[config.mk]
export PLATFORM = sky130hd
export DESIGN_NAME = uart_mmio_ctrl
export DESIGN_NICKNAME = d
export VERILOG_FILES = /design/src/rtl/uart_pkg.sv /design/src/rtl/uart_rx_fifo.sv /design/src/rtl/uart_mmio_ctrl.sv
export SDC_FILE = /design/constraint.sdc
export NUM_CORES = 1
export LEC_CHECK = 0
export CORE_MARGIN = 2
export CORE_UTILIZATION = 45
export CTS_CLUSTER_DIAMETER = 30
export DETAILED_ROUTE_END_ITERATION = 6
export PLACE_DENSITY = 0.81
export RECOVER_POWER = 50
export SYNTH_ARGS = -nofsm -noshare
export SYNTH_HDL_FRONTEND = slang
export SYNTH_HIERARCHICAL = 1
export SYNTH_SLANG_ARGS = --single-unit
[constraint.sdc]
create_clock -name sysclk -period 3.45 [get_ports sysclk]
set_input_delay 0.8625 -clock sysclk [delete_from_list [all_inputs] [get_ports sysclk]]
set_output_delay 0.8625 -clock sysclk [all_outputs]
set_load 0.01 [all_outputs]
[src/rtl/uart_pkg.sv]
// Shared register map, CON bit layout and TX sequencer states for the UART MMIO block.
package uart_pkg;

    localparam int BYTE_W = 8;

    localparam logic [31:0] TXD_OFS = 32'h0000_0000;
    localparam logic [31:0] RXD_OFS = 32'h0000_0004;
    localparam logic [31:0] CON_OFS = 32'h0000_0008;

    localparam int CON_TX_IRQ_EN  = 0;
    localparam int CON_RX_IRQ_EN  = 1;
    localparam int CON_RX_NONEMPT = 2;
    localparam int CON_TX_DONE    = 3;
    localparam int CON_HOLD_FULL  = 4;
    localparam int CON_RX_OVF     = 5;
    localparam int CON_TX_BUSY    = 6;
    localparam int CON_TX_OVF     = 7;
    localparam int CON_CNT_LO     = 8;

    typedef enum logic [1:0] {
        IDLE    = 2'd0,
        START   = 2'd1,
        WAIT_HI = 2'd2,
        WAIT_LO = 2'd3
    } tx_state_t;

endpackage

[src/rtl/uart_rx_fifo.sv]
// Small receive FIFO; a push into a full FIFO only succeeds when a pop frees the head slot in the same cycle.
module uart_rx_fifo
    import uart_pkg::*;
#(
    parameter int RX_DEPTH = 4,
    parameter int CNT_W    = 3
) (
    input  logic              sysclk,
    input  logic              reset,
    input  logic              i_push,
    input  logic [BYTE_W-1:0] i_data,
    input  logic              i_pop,
    output logic [BYTE_W-1:0] o_head,
    output logic [CNT_W-1:0]  o_count,
    output logic              o_empty,
    output logic              o_full,
    output logic              o_drop
);

    localparam int PTR_W = $clog2(RX_DEPTH);

    logic [BYTE_W-1:0] r_mem [RX_DEPTH];
    logic [PTR_W-1:0]  r_wr_ptr;
    logic [PTR_W-1:0]  r_rd_ptr;
    logic [CNT_W-1:0]  r_count;

    logic w_pop_ok;
    logic w_push_ok;

    assign o_empty   = (r_count == '0);
    assign o_full    = (r_count == CNT_W'(RX_DEPTH));
    assign w_pop_ok  = i_pop & ~o_empty;
    assign w_push_ok = i_push & (~o_full | w_pop_ok);
    assign o_drop    = i_push & ~w_push_ok;
    assign o_head    = r_mem[r_rd_ptr];
    assign o_count   = r_count;

    // NOTE: storage has no reset; occupancy is tracked by r_count, so stale entries are never visible.
    always_ff @(posedge sysclk) begin
        if (w_push_ok) begin
            r_mem[r_wr_ptr] <= i_data;
        end
    end

    // NOTE: non-blocking assignments keep every register sampling pre-edge values, whatever the statement order.
    always_ff @(posedge sysclk or posedge reset) begin
        if (reset) begin
            r_wr_ptr <= '0;
            r_rd_ptr <= '0;
            r_count  <= '0;
        end else begin
            // Power-of-two depth lets the pointers wrap by natural overflow.
            if (w_push_ok) r_wr_ptr <= r_wr_ptr + 1'b1;
            if (w_pop_ok)  r_rd_ptr <= r_rd_ptr + 1'b1;
            case ({w_push_ok, w_pop_ok})
                2'b10:   r_count <= r_count + 1'b1;
                2'b01:   r_count <= r_count - 1'b1;
                default: r_count <= r_count;
            endcase
        end
    end

endmodule

[src/rtl/uart_mmio_ctrl.sv]
// CPU-side register front end for the UART cores: TXD/RXD/CON decode, RX buffering, TX sequencing and IRQ.
module uart_mmio_ctrl
    import uart_pkg::*;
#(
    parameter logic [31:0] BASE_ADDR = 32'h4000_0018,
    parameter int          RX_DEPTH  = 4,
    parameter int          CNT_W     = 3
) (
    input  logic        sysclk,
    input  logic        reset,
    input  logic        mem_rd,
    input  logic        mem_wr,
    input  logic [31:0] addr,
    input  logic [31:0] wdata,
    output logic [31:0] rdata,
    input  logic [7:0]  rx_data,
    input  logic        rx_valid,
    output logic [7:0]  tx_data,
    output logic        tx_start,
    input  logic        tx_busy,
    output logic        irq
);

    tx_state_t   r_state;
    logic        r_tx_start;
    logic [7:0]  r_tx_data;
    logic        r_hold_full;
    logic [7:0]  r_hold_byte;
    logic        r_tx_irq_en;
    logic        r_rx_irq_en;
    logic        r_tx_done;
    logic        r_rx_ovf;
    logic        r_tx_ovf;
    logic        r_irq;

    logic             w_sel_txd;
    logic             w_sel_rxd;
    logic             w_sel_con;
    logic             w_wr_txd;
    logic             w_wr_con;
    logic             w_rd_con;
    logic             w_pop;
    logic [7:0]       w_head;
    logic [CNT_W-1:0] w_count;
    logic             w_empty;
    logic             w_full;
    logic             w_rx_drop;
    logic             w_tx_done_set;
    logic [31:0]      w_con;
    logic             w_unused_wdata;

    assign w_sel_txd     = (addr == BASE_ADDR + TXD_OFS);
    assign w_sel_rxd     = (addr == BASE_ADDR + RXD_OFS);
    assign w_sel_con     = (addr == BASE_ADDR + CON_OFS);
    assign w_wr_txd      = mem_wr & w_sel_txd;
    assign w_wr_con      = mem_wr & w_sel_con;
    assign w_rd_con      = mem_rd & w_sel_con;
    assign w_pop         = mem_rd & w_sel_rxd & ~w_empty;
    assign w_tx_done_set = (r_state == WAIT_LO) & ~tx_busy;
    assign w_unused_wdata = &{1'b0, wdata[31:8]};

    uart_rx_fifo #(
        .RX_DEPTH (RX_DEPTH),
        .CNT_W    (CNT_W)
    ) u_rx_fifo (
        .sysclk  (sysclk),
        .reset   (reset),
        .i_push  (rx_valid),
        .i_data  (rx_data),
        .i_pop   (w_pop),
        .o_head  (w_head),
        .o_count (w_count),
        .o_empty (w_empty),
        .o_full  (w_full),
        .o_drop  (w_rx_drop)
    );

    always_comb begin
        w_con                           = '0;
        w_con[CON_TX_IRQ_EN]            = r_tx_irq_en;
        w_con[CON_RX_IRQ_EN]            = r_rx_irq_en;
        w_con[CON_RX_NONEMPT]           = ~w_empty;
        w_con[CON_TX_DONE]              = r_tx_done;
        w_con[CON_HOLD_FULL]            = r_hold_full;
        w_con[CON_RX_OVF]               = r_rx_ovf;
        w_con[CON_TX_BUSY]              = tx_busy;
        w_con[CON_TX_OVF]               = r_tx_ovf;
        w_con[CON_CNT_LO +: CNT_W]      = w_count;
    end

    // NOTE: rdata gets a default before any branch so no path leaves it unassigned and infers a latch.
    always_comb begin
        rdata = '0;
        if (mem_rd) begin
            if (w_sel_txd)      rdata = {24'b0, r_hold_byte};
            else if (w_sel_rxd) rdata = w_empty ? 32'b0 : {24'b0, w_head};
            else if (w_sel_con) rdata = w_con;
        end
    end

    // CPU-visible control/status; a set event in the same cycle as a CON read keeps the sticky bit high.
    always_ff @(posedge sysclk or posedge reset) begin
        if (reset) begin
            r_tx_irq_en <= 1'b0;
            r_rx_irq_en <= 1'b0;
            r_tx_done   <= 1'b0;
            r_rx_ovf    <= 1'b0;
            r_tx_ovf    <= 1'b0;
            r_hold_full <= 1'b0;
            r_hold_byte <= '0;
            r_irq       <= 1'b0;
        end else begin
            if (w_wr_con) begin
                r_tx_irq_en <= wdata[CON_TX_IRQ_EN];
                r_rx_irq_en <= wdata[CON_RX_IRQ_EN];
            end
            r_tx_done <= w_tx_done_set | (r_tx_done & ~w_rd_con);
            r_rx_ovf  <= w_rx_drop     | (r_rx_ovf  & ~w_rd_con);
            r_tx_ovf  <= (w_wr_txd & r_hold_full) | (r_tx_ovf & ~w_rd_con);

            // START always sees a full holding register, so a load and a release never coincide.
            if (w_wr_txd && !r_hold_full) begin
                r_hold_full <= 1'b1;
                r_hold_byte <= wdata[7:0];
            end else if (r_state == START) begin
                r_hold_full <= 1'b0;
            end

            r_irq <= (r_tx_irq_en & r_tx_done) | (r_rx_irq_en & ~w_empty);
        end
    end

    always_ff @(posedge sysclk or posedge reset) begin
        if (reset) begin
            r_state    <= IDLE;
            r_tx_start <= 1'b0;
            r_tx_data  <= '0;
        end else begin
            r_tx_start <= 1'b0;
            case (r_state)
                IDLE: begin
                    if (r_hold_full) begin
                        r_state    <= START;
                        r_tx_start <= 1'b1;
                        r_tx_data  <= r_hold_byte;
                    end
                end
                START:   r_state <= WAIT_HI;
                WAIT_HI: if (tx_busy)  r_state <= WAIT_LO;
                WAIT_LO: if (!tx_busy) r_state <= IDLE;
                default: r_state <= IDLE;
            endcase
        end
    end

    assign tx_start = r_tx_start;
    assign tx_data  = r_tx_data;
    assign irq      = r_irq;

endmodule

==> flow_summary.ini <==
[finish]
layout.cells.non_filler = 437
drive_gt1_frac = 0.270
finish.utilization = 0.639
nets = 425
area_delta_synth_final_pct = 36.0
fillCellCount = 529
num_antenna_cells = 0

[power]
power.leakage_nw = 2.03
finalPower_mw = 2.08
ir_drop_mv = 0.283
power_per_cell_area_mw_per_mm2 = 475

[synthesis]
syn-instance-count = 233
syn-cell-area_mm2 = 0.00323
yosys_warnings = 6
synth_area_per_cell_um2 = 13.8

[run]
drv_cap = 0

[global_routing]
grt-busiest-layer = met2
grt.met1_usage = 0.225
overflow = 0
grt_use_met3 = 0.0494
grt_use_met2 = 0.342
grt_max_degree = 27
grt_pass1_wl_um = 11200
track_usage = 0.193
antenna_found_initial = 0
grt_pass1_vias = 2302

[timing]
period_minus_slack_ns = 3.36
hold_violations = 0
clock_skew_ns = 0.00662
setup_viol_count_final = 0
period_share = 0.973
fmax_ghz = 0.298
fin_ws_ns = 0.0934
slew_headroom = 0.0511
drv_slew = 0
rsz0062_at_grt = yes
worst-slew-pin-transition_ns = 1.42
holdWs_ns = 0.481

[floorplan]
dieArea_mm2 = 0.00786
die-width_um = 88.7
die_y_um = 88.7
start_util = 0.470
core_area_mm2 = 0.00687
pin_count = 120
num_rows = 30

[detailed_routing]
drt_iter0_drc = 126
drtPass1Iterations = 4
drc = 0
ant_nets = 0
drt-total-wl_um = 6880
viasPerCell = 4.95
wl_per_cell_um = 15.7
vias = 2164

[clocking]
numCtsBuffers = 9
cts_max_path_buffers = 2
cts_tree = built
cts_sinks = 65
clkTransAtPathRegs_ns = 0.07
root_buffer = clkbuf_8
cts-htree-levels = 3
clock_latency_ns = 0.34

[place]
pre_cts_ws_ns = -0.347
gp_congestion = 0.862
dp_cells = 409
port_buffers = 74
place_hpwl_um = 4920

[critical_path]
worstSetupStartpointType = input port
cp-end-kind = output pin
worstPathArrival_ns = 2.49
crit_fanout = 4
cp.required_ns = 2.59
critPathKind = input port to output pin

[min_path]
hold_path_class = register to register

[run_status]
status = finished clean
[report_power, final]
group	internal, mW	switching, mW
Combinational	0.216	0.232
Clock	0.328	0.286
Sequential	0.950	0.0731
Total	1.49	0.591
[through the flow]
step | TNS (ns) | instance area [um2]
after floorplan | 0 | 3300
after global placement | -3.59 | 4070
after detailed placement | -4.27 | 4070
after CTS | 0 | 4350
after global routing | -0.00201 | 4390
final | 0 | 4390
[layout make-up]
type / count / area [um2] / share of cell area
multi-input combinational: 138 / 1310 / 0.299
clock buffer: 10 / 128 / 0.0291
clock inverter: 6 / 58.8 / 0.0134
sequential: 65 / 1790 / 0.407
inverter: 21 / 78.8 / 0.0180
tap: 96 / 120 / 0.0274
timing repair buffer: 101 / 902 / 0.206
[final timing paths]
check | cells after the start | start | slack [ns] | end
max in group asynchronous | 3 | reset | 1.16 | r_tx_ovf$_DFF_PP0_
hold / removal | 1 | r_rx_ovf$_DFF_PP0_ | 0.48 | r_rx_ovf$_DFF_PP0_
setup reg to reg | 12 | u_rx_fifo/o_count[0]$_DFFE_PP0P_ | 0.79 | u_rx_fifo/o_count[2]$_DFFE_PP0P_
hold reg to reg | 1 | r_rx_ovf$_DFF_PP0_ | 0.48 | r_rx_ovf$_DFF_PP0_
min in group asynchronous | 2 | reset | 0.91 | u_rx_fifo/r_wr_ptr[1]$_DFFE_PP0P_
setup / recovery | 7 | addr[5] | 0.09 | rdata[7]
[repair_timing]
| item | 4_1_cts | 5_1_grt |
|---|---|---|
| pin swaps | 12 | 3 |
| resized for setup | 60 | 6 |
| cloned | 1 | 0 |
| hold buffers | 0 | 0 |
| buffers inserted | 10 | 2 |
| setup endpoints to repair | 11 | 6 |
[routing by layer]
layer | wire length [um] | part of all wire | vias to the layer above
met5 | 0 | 0 | -
met2 | 3710 | 0.54 | 79
met1 | 2690 | 0.39 | 1063
met4 | 97 | 0.014 | 0
met3 | 383 | 0.056 | 8
li1 | - | - | 1014
[registers in the layout, indices dropped and copies added, names as in the netlist, 2 cells and up]
name	cells
r_hold_byte	8
r_state	2
tx_data	8
u_rx_fifo/o_count	3
u_rx_fifo/r_mem	32
u_rx_fifo/r_rd_ptr	2
u_rx_fifo/r_wr_ptr	2
[worst max-delay path, cell delays in order]
cell             delay (ns)
clkdlybuf4s50_1        0.50
nor4b_4                0.24
buf_4                  0.18
buf_4                  0.11
a22o_1                 0.16
o211a_1                0.17
dlygate4sd2_1          0.27
[placed cells by master, fill, tap and decap left out, types with 2 or more instances in the layout]
cell type / count
ha_1: 10
clkdlybuf4s15_1: 3
dfrtp_1: 33
mux4_2: 8
nand2_1: 4
clkdlybuf4s50_1: 26
a21oi_1: 2
nor3_1: 3
o21ai_0: 9
dlygate4sd3_1: 9
buf_6: 3
edfxtp_1: 32
o211a_1: 8
dlygate4sd2_1: 35
xor2_1: 3
conb_1: 21
and3_1: 3
clkbuf_1: 2
nor4b_4: 2
inv_1: 21
mux2_2: 19
clkbuf_8: 9
xnor2_1: 3
clkinvlp_4: 2
nor4_2: 6
buf_4: 23
clkinv_2: 2
a22o_1: 8
and2_2: 5
Note: power is estimated with default switching activity, not from simulation.
